===== src/rtl/vram32_port_arbiter_pkg.sv =====
// Shared GPU definitions for the VRAM32 port arbiter: owner tags and RAM geometry.
package vram32_port_arbiter_pkg;

  localparam int unsigned VRAM32_ADDR_W = 14;
  localparam int unsigned VRAM32_DATA_W = 32;

  // Which requester owns the read data returning from the RAM this cycle.
  typedef enum logic [1:0] {
    OwnNone = 2'd0,
    OwnBgw  = 2'd1,
    OwnSpr  = 2'd2,
    OwnCpu  = 2'd3
  } owner_e;

  // Grant vector bit order: [0] bgw, [1] spr, [2] cpu.
  function automatic owner_e owner_from_grant(logic [2:0] gnt);
    owner_e own;
    unique case (gnt)
      3'b001:  own = OwnBgw;
      3'b010:  own = OwnSpr;
      3'b100:  own = OwnCpu;
      default: own = OwnNone;
    endcase
    return own;
  endfunction

endpackage


===== src/rtl/vram32_port_arbiter_prio_arbiter3.sv =====
// Three-input fixed-priority arbiter. Input 0 always wins; the boost input swaps
// the relative order of inputs 1 and 2.
module prio_arbiter3 (
  input  logic [2:0] req_i,
  input  logic       boost_i,
  output logic [2:0] gnt_o
);

  // One-hot (or zero) grant from the priority chain.
  always_comb begin
    gnt_o = 3'b000;
    if (req_i[0]) begin
      gnt_o = 3'b001;
    end else if (boost_i && req_i[2]) begin
      gnt_o = 3'b100;
    end else if (req_i[1]) begin
      gnt_o = 3'b010;
    end else if (req_i[2]) begin
      gnt_o = 3'b100;
    end
  end

endmodule


===== src/rtl/vram32_port_arbiter.sv =====
// Shares the single VRAM32 port between BGW fetch, sprite fetch and the CPU bridge.
// Grants are combinational; read data returns one cycle later, steered by an owner tag.
module vram32_port_arbiter
  import vram32_port_arbiter_pkg::*;
#(
  parameter int unsigned ADDR_W       = VRAM32_ADDR_W,
  parameter int unsigned DATA_W       = VRAM32_DATA_W,
  parameter int unsigned CPU_MAX_WAIT = 64,
  parameter int unsigned WAIT_W       = 8
) (
  input  logic              vga_clk,
  input  logic              reset,

  input  logic              bgw_req,
  input  logic [ADDR_W-1:0] bgw_addr,
  output logic              bgw_grant,
  output logic              bgw_valid,
  output logic [DATA_W-1:0] bgw_q,

  input  logic              spr_req,
  input  logic [ADDR_W-1:0] spr_addr,
  output logic              spr_grant,
  output logic              spr_valid,
  output logic [DATA_W-1:0] spr_q,

  input  logic              cpu_req,
  input  logic              cpu_we,
  input  logic [ADDR_W-1:0] cpu_addr,
  input  logic [DATA_W-1:0] cpu_data,
  output logic              cpu_ack,
  output logic [DATA_W-1:0] cpu_q,

  output logic [ADDR_W-1:0] vram32_addr,
  output logic              vram32_we,
  output logic [DATA_W-1:0] vram32_d,
  input  logic [DATA_W-1:0] vram32_q,

  output logic              spr_denied
);

  localparam logic [WAIT_W-1:0] WaitThresh = WAIT_W'(CPU_MAX_WAIT);
  localparam logic [WAIT_W-1:0] WaitSat    = {WAIT_W{1'b1}};

  owner_e            owner_q, owner_d;
  logic [WAIT_W-1:0] wait_cnt_q, wait_cnt_d;
  logic              cpu_inflight_q, cpu_inflight_d;
  logic              spr_denied_q, spr_denied_d;
  logic [ADDR_W-1:0] addr_q, addr_d;

  logic              cpu_eligible;
  logic              boost;
  logic [2:0]        req;
  logic [2:0]        gnt_raw;
  logic [2:0]        gnt;

  // The inflight flag keeps a request that is still held during its ack cycle
  // from being served a second time.
  assign cpu_eligible = cpu_req & ~cpu_inflight_q;
  assign boost        = cpu_eligible & (wait_cnt_q >= WaitThresh);
  assign req          = {cpu_eligible, spr_req, bgw_req};

  prio_arbiter3 u_prio (
    .req_i   (req),
    .boost_i (boost),
    .gnt_o   (gnt_raw)
  );

  // No grant is ever issued while reset is asserted.
  assign gnt = reset ? 3'b000 : gnt_raw;

  assign bgw_grant = gnt[0];
  assign spr_grant = gnt[1];

  // Port address mux; holds the last address when idle so the RAM inputs stay quiet.
  always_comb begin
    addr_d = addr_q;
    if (reset) begin
      addr_d = '0;
    end else if (gnt[0]) begin
      addr_d = bgw_addr;
    end else if (gnt[1]) begin
      addr_d = spr_addr;
    end else if (gnt[2]) begin
      addr_d = cpu_addr;
    end
  end

  assign vram32_addr = addr_d;
  assign vram32_we   = gnt[2] & cpu_we;
  assign vram32_d    = cpu_data;

  // Next owner tag, inflight flag and sprite-refusal flag.
  always_comb begin
    owner_d        = owner_from_grant(gnt);
    cpu_inflight_d = gnt[2];
    spr_denied_d   = spr_req & ~gnt[1];
  end

  // CPU wait counter: counts denied eligible cycles, saturating, cleared on
  // service or when the CPU withdraws.
  always_comb begin
    wait_cnt_d = wait_cnt_q;
    if (gnt[2] || !cpu_req) begin
      wait_cnt_d = '0;
    end else if (cpu_eligible && (wait_cnt_q != WaitSat)) begin
      wait_cnt_d = wait_cnt_q + 1'b1;
    end
  end

  // State registers with synchronous reset.
  always_ff @(posedge vga_clk) begin
    if (reset) begin
      owner_q        <= OwnNone;
      wait_cnt_q     <= '0;
      cpu_inflight_q <= 1'b0;
      spr_denied_q   <= 1'b0;
      addr_q         <= '0;
    end else begin
      owner_q        <= owner_d;
      wait_cnt_q     <= wait_cnt_d;
      cpu_inflight_q <= cpu_inflight_d;
      spr_denied_q   <= spr_denied_d;
      addr_q         <= addr_d;
    end
  end

  // Strobes decode the registered owner; reset suppresses any strobe still pending
  // from a grant made just before it.
  assign bgw_valid  = ~reset & (owner_q == OwnBgw);
  assign spr_valid  = ~reset & (owner_q == OwnSpr);
  assign cpu_ack    = ~reset & (owner_q == OwnCpu);
  assign spr_denied = ~reset & spr_denied_q;

  assign bgw_q = vram32_q;
  assign spr_q = vram32_q;
  assign cpu_q = vram32_q;

endmodule


===== config.mk =====
export PLATFORM = sky130hd
export DESIGN_NAME = vram32_port_arbiter
export DESIGN_NICKNAME = d
export VERILOG_FILES = /design/src/rtl/vram32_port_arbiter_pkg.sv /design/src/rtl/vram32_port_arbiter_prio_arbiter3.sv /design/src/rtl/vram32_port_arbiter.sv
export SDC_FILE = /design/constraint.sdc
export NUM_CORES = 1
export LEC_CHECK = 0
export CORE_AREA = 2 2 101 103
export DETAILED_ROUTE_END_ITERATION = 7
export DIE_AREA = 0 0 103 105
export GPL_ROUTABILITY_DRIVEN = 0
export PLACE_DENSITY = 0.7
export SLEW_MARGIN = 0
export SYNTH_ARGS = -nofsm -noshare
export SYNTH_HDL_FRONTEND = slang
export SYNTH_SLANG_ARGS = --single-unit

===== constraint.sdc =====
create_clock -name vga_clk -period 1.8 [get_ports vga_clk]
set_input_delay 0.36 -clock vga_clk [delete_from_list [all_inputs] [get_ports vga_clk]]
set_output_delay 0.36 -clock vga_clk [all_outputs]
set_load 0.01 [all_outputs]

Word level (Yosys, flattened, before mapping)
Index checks and enable logic that the tools add are counted.
- bits in read-only memories: 0
- logic and storage cells: 40
- latch bits: 0
- output and inout port bits: 149
- flip-flop bits (word level): 26
- bits in writable memories: 0
- memories kept: 0
- input bits: 112
- multiply operators: 0
- shift operators: 0
- magnitude comparators: 1
- add/subtract/negate cells: 1
- muxes and demuxes: 10
- divide/modulo/power cells: 0
- equal/unequal tests: 7
- reductions and logical operators: 5
- bitwise logic cells: 11
- operator list (cell ; count):
    $mux 14 ; 4
    $mux 3 ; 5
    $add 8x1->8 const B ; 1
    $and 1x1->1 ; 8
    $ge 8x7->1 const B ; 1
    $ne 8x8->1 const B ; 1
    $pmux 2 s3 ; 1
    $eq 2x2->1 const B ; 2
    $eq 3x1->1 const B ; 1
    $eq 3x2->1 const B ; 1
    $eq 3x3->1 const B ; 1
    $not 1->1 ; 3
    $eq 2x1->1 const B ; 1
    $logic_and 1x1->1 ; 2
    $reduce_or 2->1 ; 1
    $logic_not 1->1 ; 1
    $logic_or 1x1->1 ; 1

Depth between registers and ports, before layout
Gate-level depths: netlist of the first run.
- depth in word-level cells: 11
- mapped depth: 7
- gate-level depth less buffers: 5

Hierarchy
Synthesis of the first run repeated with hierarchy kept, for this count alone.
- cells, all modules: 308
- area, all modules: 2379.8 µm²
- by module, submodules not included (module ; instances ; cells each ; area each (µm²) ; sequential area each (µm²)):
    vram32_port_arbiter ; 1 ; 303 ; 2342.2 ; 520.5
    prio_arbiter3 ; 1 ; 5 ; 37.5 ; 0.0

Worst setup path after synthesis of the first run
Ideal clock, no wire load.
- kind: in2out
- start: input reset
- end: output vram32_addr[0]
- required time: 1440 ps
- arrival: 1367 ps
- setup slack: 73 ps
- buffers on the path: 3
- stages on the path: 7
- cell sequence: buf_2 -> nor2_4 -> nand3b_1 -> buf_6 -> buf_12 -> mux2i_1 -> o22ai_1
- cells in the longest elaborated chain, start to end: 5
- ends and longest elaborated chain (element ; line ; RTL):
    from (decl) ; vram32_port_arbiter.sv:12 ; input logic reset,
    $mux 3 ; vram32_port_arbiter.sv:69 ; assign gnt = reset ? 3'b000 : gnt_raw;
    $mux 14 ; vram32_port_arbiter.sv:83 ; end else if (gnt[2]) begin
    $mux 14 ; vram32_port_arbiter.sv:81 ; end else if (gnt[1]) begin
    $mux 14 ; vram32_port_arbiter.sv:79 ; end else if (gnt[0]) begin
    $mux 14 * ; vram32_port_arbiter.sv:77 ; if (reset) begin
    to (decl) ; vram32_port_arbiter.sv:33 ; output logic [ADDR_W-1:0] vram32_addr,
Mark *: on every way between the ends. The rest lies on a longest branch, timed or not.

Worst setup path after layout of the first run
- start: register wait_cnt_q[7]
- end: output vram32_addr[7]
- cells in the longest elaborated chain, start to end: 10
- ends and longest elaborated chain (element ; line ; RTL):
    from (decl) ; vram32_port_arbiter.sv:45 ; logic [WAIT_W-1:0] wait_cnt_q, wait_cnt_d;
    from (signal assigned) ; vram32_port_arbiter.sv:120 ; wait_cnt_q <= wait_cnt_d;
    $ge 8x7->1 * ; vram32_port_arbiter.sv:59 ; assign boost = cpu_eligible & (wait_cnt_q >= WaitThresh);
    $and 1x1->1 * ; vram32_port_arbiter.sv:59 ;
    $logic_and 1x1->1 * ; vram32_port_arbiter_prio_arbiter3.sv:14 ; end else if (boost_i && req_i[2]) begin
    $mux 3 * ; vram32_port_arbiter_prio_arbiter3.sv:14 ;
    $mux 3 * ; vram32_port_arbiter_prio_arbiter3.sv:12 ; if (req_i[0]) begin
    $mux 3 * ; vram32_port_arbiter.sv:69 ;
    $mux 14 ; vram32_port_arbiter.sv:83 ;
    $mux 14 ; vram32_port_arbiter.sv:81 ;
    $mux 14 * ; vram32_port_arbiter.sv:79 ;
    $mux 14 * ; vram32_port_arbiter.sv:77 ;
Marks and branches as above.

==> results of run 1 <==
## layout by cell type (no fill, tap or decap), types with 2 or more instances in the layout
cell / n
a21oi_1: 2
a22oi_1: 14
and3_1: 3
buf_12: 7
buf_2: 16
buf_4: 54
buf_6: 3
clkbuf_8: 3
clkdlybuf4s50_1: 43
dfxtp_1: 23
dfxtp_2: 3
dlygate4sd2_1: 7
inv_1: 3
mux2i_1: 3
mux2i_2: 5
mux2i_4: 8
nand2_1: 2
nand2b_1: 2
nand2b_4: 2
nand3_1: 2
nand4_1: 2
nor2_1: 7
nor2b_1: 16
nor3b_1: 2
o211ai_1: 3
o22ai_1: 23
o22ai_2: 5
o31ai_1: 2
or4_1: 2
xor2_1: 4
## sequential cells by signal (all words and copies together), names as in the netlist
| name | cells |
|---|---|
| wait_cnt_q | 8 |
| owner_q | 2 |
| cpu_inflight_q | 1 |
| spr_denied_q | 1 |
| addr_q | 14 |
## per-layer routing
metal  part of all wire [%]  track usage, %  up-vias
met5                      0               0        -
met4                    3.9           4.887        0
met3                    9.3           5.217       38
met2                     50           19.90      101
met1                     37           12.34      856
li1                       -               -      875
## cell families (layout without fill, tap and decap cells)
group           Yosys count  after routing  share of synthesized area [%]
compound gates           52             52                          14.39
xor+xnor                  4              4                          1.424
fa+ha+maj                 1              1                         0.5086
buf+inv                 145            142                          43.64
flops                    26             26                          21.16
mux                      16             16                          6.511
simple gates             48             48                          12.36
## final timing paths
path / to / slack [ns] / depth (start not counted)
min reg2reg: wait_cnt_q[5] / 0.55 / 2
max reg2reg: addr_q[13] / -0.20 / 11
max: vram32_addr[7] / -0.39 / 7
min: wait_cnt_q[5] / 0.55 / 2
## worst max-delay path, stage by stage (launching register included)
cell	delay, ns
dfxtp_2	0.35
nor3b_2	0.22
nand3b_1	0.21
buf_12	0.15
buf_12	0.14
mux2i_4	0.24
o22ai_2	0.09
buf_2	0.15
## Yosys cell counts (2+ instances only)
library cell / n / area [um^2]
nor2_1: 7 / 26.28
o31ai_1: 2 / 15.01
mux2i_1: 16 / 160.2
nor3b_1: 2 / 15.01
xor2_1: 4 / 35.03
a21oi_1: 2 / 10.01
buf_2: 2 / 10.01
o211ai_1: 3 / 22.52
nor2b_1: 16 / 100.1
inv_1: 4 / 15.01
buf_6: 4 / 45.04
buf_4: 128 / 960.9
nand4_1: 2 / 12.51
nand2b_1: 3 / 18.77
clkbuf_1: 5 / 18.77
dfxtp_1: 26 / 520.5
o22ai_1: 28 / 175.2
nand2_1: 3 / 11.26
nand3_1: 2 / 10.01
and3_1: 3 / 18.77
a22oi_1: 14 / 105.1
or4_1: 2 / 15.01
## metrics by stage
step / setup slack, ns / TNS (ns) / instances
floorplan: 0.07274 / 0 / 292
global placement: -0.8337 / -18.11 / 389
detailed placement: -0.8892 / -19.45 / 389
CTS: -0.3820 / -5.258 / 415
global route: -0.4878 / -7.043 / 422
finish: -0.3949 / -5.528 / 422
## cell type report
cell class | instances | area, um^2 | share of cell area, %
repair buffers | 134 | 1219 | 40.15
multi-input cells | 121 | 1037 | 34.17
flip-flops and latches | 26 | 524.3 | 17.27
well taps | 133 | 166.4 | 5.482
clock buffers | 3 | 41.29 | 1.360
clock inverters | 1 | 30.03 | 0.9893
inverters | 4 | 17.52 | 0.5771
## power by group
group / total [mW] / leakage [nW] / switching (mW) / internal, mW
combinational: 0.519 / 0.987 / 0.195 / 0.324
clock: 0.517 / 0.0357 / 0.219 / 0.298
sequential: 0.621 / 0.215 / 0.0173 / 0.604
## what timing repair did
action,CTS,global route
endpoints found under the setup margin,21,19
buffers inserted,21,7
hold buffers,0,0
pin swaps,5,4
cloned,1,1
gates resized for setup,104,18
==> metrics.md, run 1 <==
| Metric | Value |
|---|---|
| Clk_lat worst skew | 0.28 ns |
| Post-Syn Instances | 292 |
| CP max FO | 6 |
| Post-Syn Nets | 405 |
| Vias post-DR | 1870 |
| # IOs | 261 |
| Post-route ant nets | 0 |
| CTS Buf Count | 3 |
| Area of the core | 9639 um^2 |
| Worst slew pin tran | 0.3257 ns |
| Crit end category | output port |
| Synth Register Bits | 26 |
| DR pass1 iterations | 4 |
| Arrival @ worst endpoint | 1.83 ns |
| Hold Slack | 0.5481 ns |
| Filler instances | 1030 |
| N_diodes | 0 |
| Status | finished, violations left |
| Non-Filler Cell Area, Final | 3035 um^2 |
| Post-synthesis sequential area ratio | 21.16% |
| Remaining DRCs | 0 |
| Number of synthesized flops with an enable pin | 0 |
| Number of global-route vias before repair | 1944 |
| Chip width | 103 um |
| Cell area after synthesis | 2460 um^2 |
| Post-DR wirelength/cell | 16.20 um |
| Slew margin rel. | 78.27% |
| Pin count of the biggest net entering global routing | 34 |
| Total power | 1.657 mW |
| CTS clk-pin slew, worst paths | 0.11 ns |
| Synth-to-Final Area Change | 23.40% |
| Die Y | 105 um |
| Maximum VDD drop | 0.2311 mV |
| Grt ovf | 0 |
| CP required | 1.44 ns |
| # setup viols final | 17 |
| Clock skew | 0.004864 ns |
| Mean post-synth cell area | 8.424 um^2 |
| Global-route usage over all layers | 11.70% |
| Via density | 4.431 |
| FFs w/ async S/R, synth | 0% |
| Worst Hold Class | reg2reg |
| Max Freq | 455.6 MHz |
| Port buffer count | 68 |
| Startpoint type of the worst setup path | flop |
| Root buf cell | clkbuf_8 |
| Max Cap Violations | 0 |
| Failing checks | setup timing |
| Netlist cell types | 36 |
| Die area | 10820 um^2 |
| DRT iter0 DRCs | 51 |
| P_leak | 1.238 nW |
| RSZ-0062 raised after global routing | true |
| TritonCTS clock tree | done |
| Starting Density | 25.52% |
| Type of the worst setup path | reg2out |
| Nets | 403 |
| Fin crit share | 121.9% |
| DP Wirelength | 4576 um |
| CP startpoint | wait_cnt_q[7] |
| Fin util | 31.49% |
| HP Start | wait_cnt_q[5] |
| H-tree depth | 1 |
| Ratio of total power to cell area | 545.8 nW/um^2 |
| First-pass GRT wire length | 9860 um |
| Cell Rows | 36 |
| Ys flop type | dfxtp_1 |
| CTS sink cnt | 26 |
| R2r startpoint | cpu_inflight_q |
| Layout cell share with drive strength beyond 1 | 40.83% |
| Max Slew Vio Count | 0 |
| Yosys Warn Count | 0 |
| Post-placement cell area | 2576 um^2 |
| Total wire length | 6838 um |
| Worst setup margin | -0.3949 ns |
| Fin. Hold Viols | 0 |
| Tmin final | 2.195 ns |
| Clock tree buffer depth | 2 |
| Antenna violations before repair | 0 |
(Power assumes the default switching activity.)
==> inputs of run 2 (changes only) <==
--- a/config.mk
+++ b/config.mk
@@ -5,11 +5,12 @@
 export SDC_FILE = /design/constraint.sdc
 export NUM_CORES = 1
 export LEC_CHECK = 0
-export CORE_AREA = 2 2 101 103
+export CORE_AREA = 2 2 105 107
 export DETAILED_ROUTE_END_ITERATION = 7
-export DIE_AREA = 0 0 103 105
+export DIE_AREA = 0 0 107 109
 export GPL_ROUTABILITY_DRIVEN = 0
-export PLACE_DENSITY = 0.7
+export GPL_TIMING_DRIVEN = 0
+export PLACE_DENSITY = 0.65
 export SLEW_MARGIN = 0
 export SYNTH_ARGS = -nofsm -noshare
 export SYNTH_HDL_FRONTEND = slang
==> metrics.md, run 2 (synthesized netlist as in run 1, its figures left out) <==
| Metric | Value |
|---|---|
| Status | finished, violations left (unchanged) |
| Failing checks | setup timing (unchanged) |
| Int Pwr | 1.558 mW (was 1.226 mW) |
| Largest registers | addr_q: 14 flops, wait_cnt_q: 8 flops, owner_q: 2 flops (unchanged) |
| N_diodes | 0 (unchanged) |
| Crit-path slowest cell | dlygate4sd2_1 (was dfxtp_2) |
| Crit path max-delay family | buffers and inverters (unchanged) |
| Starting Density | 23.20% (was 25.52%) |
| GR Layer Usage met1 | 17.17% (was 12.34%) |
| Chip width | 107 um (was 103 um) |
| Worst slew pin tran | 1.064 ns (was 0.3257 ns) |
| Arrival @ worst endpoint | 1.81 ns (was 1.83 ns) |
| First-pass GRT wire length | 14110 um (was 9860 um) |
| Cell count after placement | 627 (was 389) |
| Setup Slack @ Placement | -1.280 ns (was -0.8892 ns) |
| Post-route ant nets | 0 (unchanged) |
| Worst Hold Class | in2reg (was reg2reg) |
| Cell Rows | 38 (was 36) |
| CP required | 1.44 ns (about the same) |
| Filler instances | 1019 (was 1030) |
| Fin crit share | 120.7% (was 121.9%) |
| Most common cell after layout, fill and taps aside | clkdlybuf4s50_1 (was buf_4) |
| # setup viols final | 25 (was 17) |
| # IOs | 261 (unchanged) |
| Post-DR wirelength/cell | 15.34 um (was 16.20 um) |
| CP max FO | 8 (was 6) |
| Psw | 0.5749 mW (was 0.4310 mW) |
| Pin count of the biggest net entering global routing | 16 (was 34) |
| Most frequent cells in the layout | 175 x clkdlybuf4s50_1, 139 x buf_4, 25 x o22ai_1 (was 54 x buf_4, 43 x clkdlybuf4s50_1, 23 x o22ai_1, 23 x dfxtp_1) |
| Vias post-DR | 2670 (was 1870) |
| Fin. Hold Viols | 0 (unchanged) |
| Reg2reg path depth | 5 (was 11) |
| Root buf cell | clkbuf_8 (unchanged) |
| Ratio of total power to cell area | 432.7 nW/um^2 (was 545.8 nW/um^2) |
| P_leak | 2.104 nW (was 1.238 nW) |
| CTS clk-pin slew, worst paths | 0.10 ns (was 0.11 ns) |
| CTS sink cnt | 26 (unchanged) |
| Largest Register | addr_q (unchanged) |
| Tmin final | 2.173 ns (was 2.195 ns) |
| CP bufs+invs | 4 (was 3) |
| Max reg flops | 14 (unchanged) |
| Crit path depth | 8 (was 7) |
| CTS Buf Count | 3 (unchanged) |
| Die area | 11660 um^2 (was 10820 um^2) |
| Port buffer count | 195 (was 68) |
| Max Cap Violations | 0 (unchanged) |
| DP Wirelength | 8177 um (was 4576 um) |
| TritonCTS clock tree | done (unchanged) |
| Synth-to-Final Area Change | 100.4% (was 23.40%) |
| Met3 Use GR | 6.396% (was 5.217%) |
| R2r startpoint | wait_cnt_q[7] (was cpu_inflight_q) |
| Startpoint type of the worst setup path | primary input (was flop) |
| Maximum VDD drop | 0.2649 mV (was 0.2311 mV) |
| Total wire length | 9847 um (was 6838 um) |
| Die Y | 109 um (was 105 um) |
| Hold depth | 3 (was 2) |
| Worst setup margin | -0.3731 ns (was -0.3949 ns) |
| Net Sw Frac | 26.96% (was 26.01%) |
| CP startpoint | cpu_req (was wait_cnt_q[7]) |
| Post-placement cell area | 4587 um^2 (was 2576 um^2) |
| Comb pwr share | 47.3% (was 31.3%) |
| Critical Path End | vram32_addr[3] (was vram32_addr[7]) |
| Worst reg2reg setup slack | 0 ns (was -0.20 ns) |
| Slew margin rel. | 27.95% (was 78.27%) |
| Clk pwr share | 23.6% (was 31.2%) |
| Max Slew Vio Count | 0 (unchanged) |
| DRT iter0 DRCs | 45 (was 51) |
| Area of the core | 10600 um^2 (was 9639 um^2) |
| Via density | 4.159 (was 4.431) |
| Reg power frac | 29.1% (was 37.5%) |
| Crit end category | output port (unchanged) |
| Layout Cells excl Fill | 642 (was 422) |
| Fin util | 46.48% (was 31.49%) |
| FF-to-FF End | wait_cnt_q[6] (was addr_q[13]) |
| Clk_lat worst skew | 0.28 ns (about the same) |
| Clock skew | 0.009207 ns (was 0.004864 ns) |
| Grt ovf | 0 (unchanged) |
| DR pass1 iterations | 4 (unchanged) |
| Non-Filler Cell Area, Final | 4928 um^2 (was 3035 um^2) |
| Gr busiest metal | met2 (unchanged) |
| Type of the worst setup path | in2out (was reg2out) |
| Remaining DRCs | 0 (unchanged) |
| Max stage delay on crit path | 0.29 ns (was 0.35 ns) |
| Layout cell share with drive strength beyond 1 | 40.24% (was 40.83%) |
| H-tree depth | 1 (unchanged) |
| Nets | 616 (was 403) |
| Number of global-route vias before repair | 2648 (was 1944) |
| Clock tree buffer depth | 2 (unchanged) |
| RSZ-0062 raised after global routing | true (unchanged) |
| Max Freq | 460.2 MHz (was 455.6 MHz) |
| Setup TNS | -5.520 ns (was -5.528 ns) |
| Met2 Usage GRT | 28.53% (was 19.90%) |
| Antenna violations before repair | 0 (unchanged) |
| Critical path cell sequence | dlygate4sd2_1 > and2b_2 > nand3b_1 > buf_6 > buf_12 > mux2i_2 > o22ai_1 > buf_2 (was nor3b_2 > nand3b_1 > buf_12 > buf_12 > mux2i_4 > o22ai_2 > buf_2) |
| Global-route usage over all layers | 15.61% (was 11.70%) |
## run 2: metrics by stage
step,total power [mW],hold WS (ns)
after CTS,2.109,0.4932
after detailed placement,1.580,0.5138
after global routing,2.225,0.5114
final,2.133,0.4941
after floorplan,1.079,0.4782
after global placement,1.569,0.4954
## run 2: worst min path at each step
stage | startpoint | end | slack, ns
detailed placement | wait_cnt_q[5] | wait_cnt_q[5] | 0.51
floorplan | wait_cnt_q[5] | wait_cnt_q[5] | 0.48
CTS | reset | owner_q[0] | 0.49
global route | reset | owner_q[0] | 0.51
global placement | wait_cnt_q[5] | wait_cnt_q[5] | 0.50
finish | reset | owner_q[0] | 0.49
## run 2: what timing repair did
action                                  in CTS  in global routing
setup buffers                                8                  4
endpoints found under the setup margin      33                 26
pin swaps                                    1                  0
hold buffers                                 0                  0
hold endpoints to repair                     0                  0
gates resized for setup                     98                 22
## run 2: final cells by class
cell class	count	area, um^2	area share (%)
plain buffers	140	1072	21.76
clock buffers	3	41.29	0.8378
clock inverters	1	30.03	0.6093
inverters	4	15.01	0.3046
multi-input cells	121	1085	22.01
flip-flops and latches	26	526.8	10.69
well taps	140	175.2	3.554
repair buffers	207	1983	40.24
## run 2: power groups by stage
stage	clock [mW]	sequential, mW	combinational (mW)
after global placement	0	0.625	0.944
after global routing	0.533	0.624	1.07
after detailed placement	0	0.626	0.954
final	0.503	0.621	1.01
after floorplan	0	0.623	0.456
after CTS	0.513	0.615	0.981
## run 2: layer usage
layer	vias to the layer above	share of wire [%]
li1	1301	-
met1	1235	37
met2	130	52
met3	4	11
met4	0	0.40
met5	-	0
## run 2: worst register-to-register path, cell delays in order (launching register included)
cell      delay [ns]
dfxtp_2         0.38
nor3b_2         0.06
buf_4           0.13
buf_4           0.12
o311ai_1        0.86
nor2_1          0.12
==> inputs of run 3 (changes only) <==
--- a/config.mk
+++ b/config.mk
@@ -5,13 +5,14 @@
 export SDC_FILE = /design/constraint.sdc
 export NUM_CORES = 1
 export LEC_CHECK = 0
-export CORE_AREA = 2 2 105 107
+export CORE_AREA = 2 2 103 105
 export DETAILED_ROUTE_END_ITERATION = 7
-export DIE_AREA = 0 0 107 109
+export DIE_AREA = 0 0 105 107
 export GPL_ROUTABILITY_DRIVEN = 0
 export GPL_TIMING_DRIVEN = 0
-export PLACE_DENSITY = 0.65
-export SLEW_MARGIN = 0
+export PLACE_DENSITY = 0.67
+export SLEW_MARGIN = 10
 export SYNTH_ARGS = -nofsm -noshare
 export SYNTH_HDL_FRONTEND = slang
+export SYNTH_HIERARCHICAL = 1
 export SYNTH_SLANG_ARGS = --single-unit
==> metrics.md, run 3 <==
| Metric | Value |
|---|---|
| Largest Register | addr_q (unchanged) |
| Clk pwr share | 22.9% (was 23.6%) |
| Type of the worst setup path | reg2out (was in2out) |
| Max Slew Vio Count | 0 (unchanged) |
| Failing checks | setup timing (unchanged) |
| Startpoint type of the worst setup path | flop (was primary input) |
| Cell count after placement | 640 (was 627) |
| Comb pwr share | 49.7% (was 47.3%) |
| Synth Register Bits | 26 (unchanged) |
| Fin crit share | 145.8% (was 120.7%) |
| Cell area after synthesis | 2380 um^2 (was 2460 um^2) |
| H-tree depth | 1 (unchanged) |
| # IOs | 261 (unchanged) |
| Layout cell share with drive strength beyond 1 | 44.32% (was 40.24%) |
| Ys flop type | dfxtp_1 (unchanged) |
| Area of the core | 10090 um^2 (was 10600 um^2) |
| Top cells by area, synth | buf_4 41%, dfxtp_1 22%, o21ai_0 9.3%, a211oi_1 5.4%, nor2b_1 4.5% (was buf_4 39%, dfxtp_1 21%, o22ai_1 7.1%, mux2i_1 6.5%, a22oi_1 4.3%) |
| Worst Hold Class | reg2reg (was in2reg) |
| Synth-to-Final Area Change | 122.3% (was 100.4%) |
| Starting Density | 23.58% (was 23.20%) |
| Net Sw Frac | 27.68% (was 26.96%) |
| Fin. Hold Viols | 0 (unchanged) |
| Remaining DRCs | 0 (unchanged) |
| Ratio of total power to cell area | 423.3 nW/um^2 (was 432.7 nW/um^2) |
| Int Pwr | 1.619 mW (was 1.558 mW) |
| Post-CTS Hold Fix Bufs | 0 (unchanged) |
| TritonCTS clock tree | done (unchanged) |
| Top-count cell post-synth | buf_4 (unchanged) |
| Multiplexer share of the synthesized area | 0% (was 6.511%) |
| Clk_lat worst skew | 0.28 ns (about the same) |
| RSZ-0062 raised after global routing | true (unchanged) |
| Synth top area share | 41.01% (was 39.06%) |
| Layout Cells excl Fill | 673 (was 642) |
| Vias post-DR | 2793 (was 2670) |
| Clock tree buffer depth | 2 (unchanged) |
| Post-synth top cells | 130 x buf_4, 44 x o21ai_0, 26 x dfxtp_1, 19 x nand2_1 (was 128 x buf_4, 28 x o22ai_1, 26 x dfxtp_1, 16 x mux2i_1, 16 x nor2b_1) |
| Post-Syn Nets | 421 (was 405) |
| Max Freq | 380.9 MHz (was 460.2 MHz) |
| Chip width | 105 um (was 107 um) |
| CTS clk-pin slew, worst paths | 0.10 ns (about the same) |
| P_leak | 2.288 nW (was 2.104 nW) |
| Post-synthesis sequential area ratio | 21.87% (was 21.16%) |
| Tmin final | 2.625 ns (was 2.173 ns) |
| Pin count of the biggest net entering global routing | 16 (unchanged) |
| Yosys Warn Count | 6 (was 0) |
| Multi-input gate area | 1159 um^2 (was 1085 um^2) |
| Die area | 11240 um^2 (was 11660 um^2) |
| Arrival @ worst endpoint | 2.27 ns (was 1.81 ns) |
| DRT iter0 DRCs | 56 (was 45) |
| Grt ovf | 0 (unchanged) |
| Compound-gate portion of the synthesized area | 18.24% (was 14.39%) |
| FF+latch area | 521.8 um^2 (was 526.8 um^2) |
| Max reg flops | 14 (unchanged) |
| Number of global-route vias before repair | 2835 (was 2648) |
| Synth area leader | buf_4 (unchanged) |
| N_diodes | 0 (unchanged) |
| DR pass1 iterations | 4 (unchanged) |
| Total wire length | 9249 um (was 9847 um) |
| Max stage delay on crit path | 0.34 ns (was 0.29 ns) |
| CP max FO | 4 (was 8) |
| Fin util | 52.42% (was 46.48%) |
| Max Cap Violations | 0 (unchanged) |
| First-pass GRT wire length | 14060 um (was 14110 um) |
| Crit end category | output port (unchanged) |
| Post-DR wirelength/cell | 13.74 um (was 15.34 um) |
| Antenna violations before repair | 0 (unchanged) |
| Global-route usage over all layers | 15.40% (was 15.61%) |
| CTS sink cnt | 26 (unchanged) |
| Port buffer count | 196 (was 195) |
| Most frequent cells in the layout | 172 x clkdlybuf4s50_1, 146 x buf_4, 25 x o21ai_1, 25 x dfxtp_1, 19 x nand2_1 (was 175 x clkdlybuf4s50_1, 139 x buf_4, 25 x o22ai_1) |
| Worst slew pin tran | 0.3606 ns (was 1.064 ns) |
| Post-route ant nets | 0 (unchanged) |
| Slew margin rel. | 75.96% (was 27.95%) |
| Reg power frac | 27.4% (was 29.1%) |
| Number of synthesized flops with an enable pin | 0 (unchanged) |
| DP Wirelength | 7125 um (was 8177 um) |
| Hold Slack | 0.5218 ns (was 0.4941 ns) |
| Maximum VDD drop | 0.3676 mV (was 0.2649 mV) |
| Worst setup margin | -0.8252 ns (was -0.3731 ns) |
| CP bufs+invs | 4 (unchanged) |
| Post-synthesis adder-cell area fraction | 0.5258% (was 0.5086%) |
| Post-Syn Instances | 308 (was 292) |
| Via density | 4.150 (was 4.159) |
| Nets | 651 (was 616) |
| Die Y | 107 um (was 109 um) |
| # setup viols final | 29 (was 25) |
| Root buf cell | clkbuf_8 (unchanged) |
| Crit-path most repeated cell | buf_6 |
| Critical path cell sequence | and2b_2 > o21a_1 > o211a_1 > nor2b_4 > buf_6 > buf_6 > buf_6 > nor2b_4 > a211oi_4 > o21ai_2 > buf_2 (was dlygate4sd2_1 > and2b_2 > nand3b_1 > buf_6 > buf_12 > mux2i_2 > o22ai_1 > buf_2) |
| CP required | 1.44 ns (about the same) |
| Cell Rows | 37 (was 38) |
| Post-synthesis xor/xnor area fraction | 1.104% (was 1.424%) |
| CTS Buf Count | 3 (unchanged) |
| Crit-path slowest cell | dfxtp_2 (was dlygate4sd2_1) |
| Synth Area in Simple Gates | 14.67% (was 12.36%) |
| Largest registers | addr_q: 14 flops, wait_cnt_q: 8 flops, owner_q: 2 flops (unchanged) |
| Psw | 0.6198 mW (was 0.5749 mW) |
| Main combinational cell family by area after synthesis | buffers and inverters (unchanged) |
| Filler instances | 964 (was 1019) |
| FFs w/ async S/R, synth | 0% (unchanged) |
| Crit path max-delay family | compound AO/OA/AOI/OAI gates (was buffers and inverters) |
| Clock skew | 0.0009734 ns (was 0.009207 ns) |
| Most common cell after layout, fill and taps aside | clkdlybuf4s50_1 (unchanged) |
| Status | finished, violations left (unchanged) |
| Mean post-synth cell area | 7.727 um^2 (was 8.424 um^2) |
| Netlist cell types | 32 (was 36) |
run 3: cell count changes after synthesis, sizes merged, moves of 14 or more:
| cell | change |
|---|---|
| a211oi | +18 |
| a22oi | -14 |
| mux2i | -16 |
| nand2 | +16 |
| o21ai | +44 |
| o22ai | -28 |
run 3: final timing paths:
| path | slack (ns) | startpoint | cells past startpoint | endpoint |
|---|---|---|---|---|
| min reg2reg | 0.52 | wait_cnt_q[1] | 2 | wait_cnt_q[1] |
| min | 0.52 | wait_cnt_q[1] | 2 | wait_cnt_q[1] |
| max | -0.83 | cpu_inflight_q | 11 | vram32_addr[12] |
| max reg2reg | -0.18 | cpu_inflight_q | 10 | addr_q[10] |
run 3: kinds of logic after synthesis:
kind of cell,count (synthesis)
xor gates and xnor gates,3
AOI/OAI and AO/OA,72
buffers and inverters,143
and+or+nand+nor,63
DFF,26
adders and majority gates,1
run 3: tightest hold or removal path: stages (launching register included):
cell	delay (ns)
dfxtp_1	0.35
nand3_1	0.06
o21ai_0	0.07
run 3: power by group through the flow:
stage	Combinational, mW	Sequential (mW)	Clock (mW)
2_1_floorplan	0.470	0.623	0
3_3_place_gp	0.958	0.625	0
3_5_place_dp	0.970	0.625	0
4_1_cts	1.07	0.613	0.525
5_1_grt	1.18	0.618	0.544
6_report	1.11	0.614	0.513
run 3: cell type report:
cell class                      count  share of cell area, %
Clock buffer                        3                 0.7805
Buffer                            137                  20.60
Multi-Input combinational cell    139                  21.90
Clock inverter                      1                 0.5676
Sequential cell                    26                  9.863
Inverter                            4                 0.3784
Timing Repair Buffer              227                  42.69
Tap cell                          136                  3.217
run 3: per-stage QoR:
step                area (um^2)  total power, mW  worst slack [ns]  TNS (ns)
floorplan                  2495            1.093           -0.2884    -4.802
global placement           4627            1.583            -1.470    -40.74
detailed placement         4627            1.595            -1.494    -41.78
CTS                        5140            2.212           -0.8086    -11.47
global route               5290            2.343           -0.9297    -16.27
finish                     5290            2.239           -0.8252    -13.27
run 3: repair_timing:
action                                  4_1_cts  5_1_grt
endpoints found under the setup margin       46       40
resized for setup                           152       34
pin swaps                                    27       24
cloned                                        3        0
buffers inserted                             21        8
run 3: metal layers:
layer	part of all wire, %	global-route usage (%)
met2	57	30.89
met1	34	15.83
met5	0	0
met3	8.3	5.350
met4	0.69	1.333
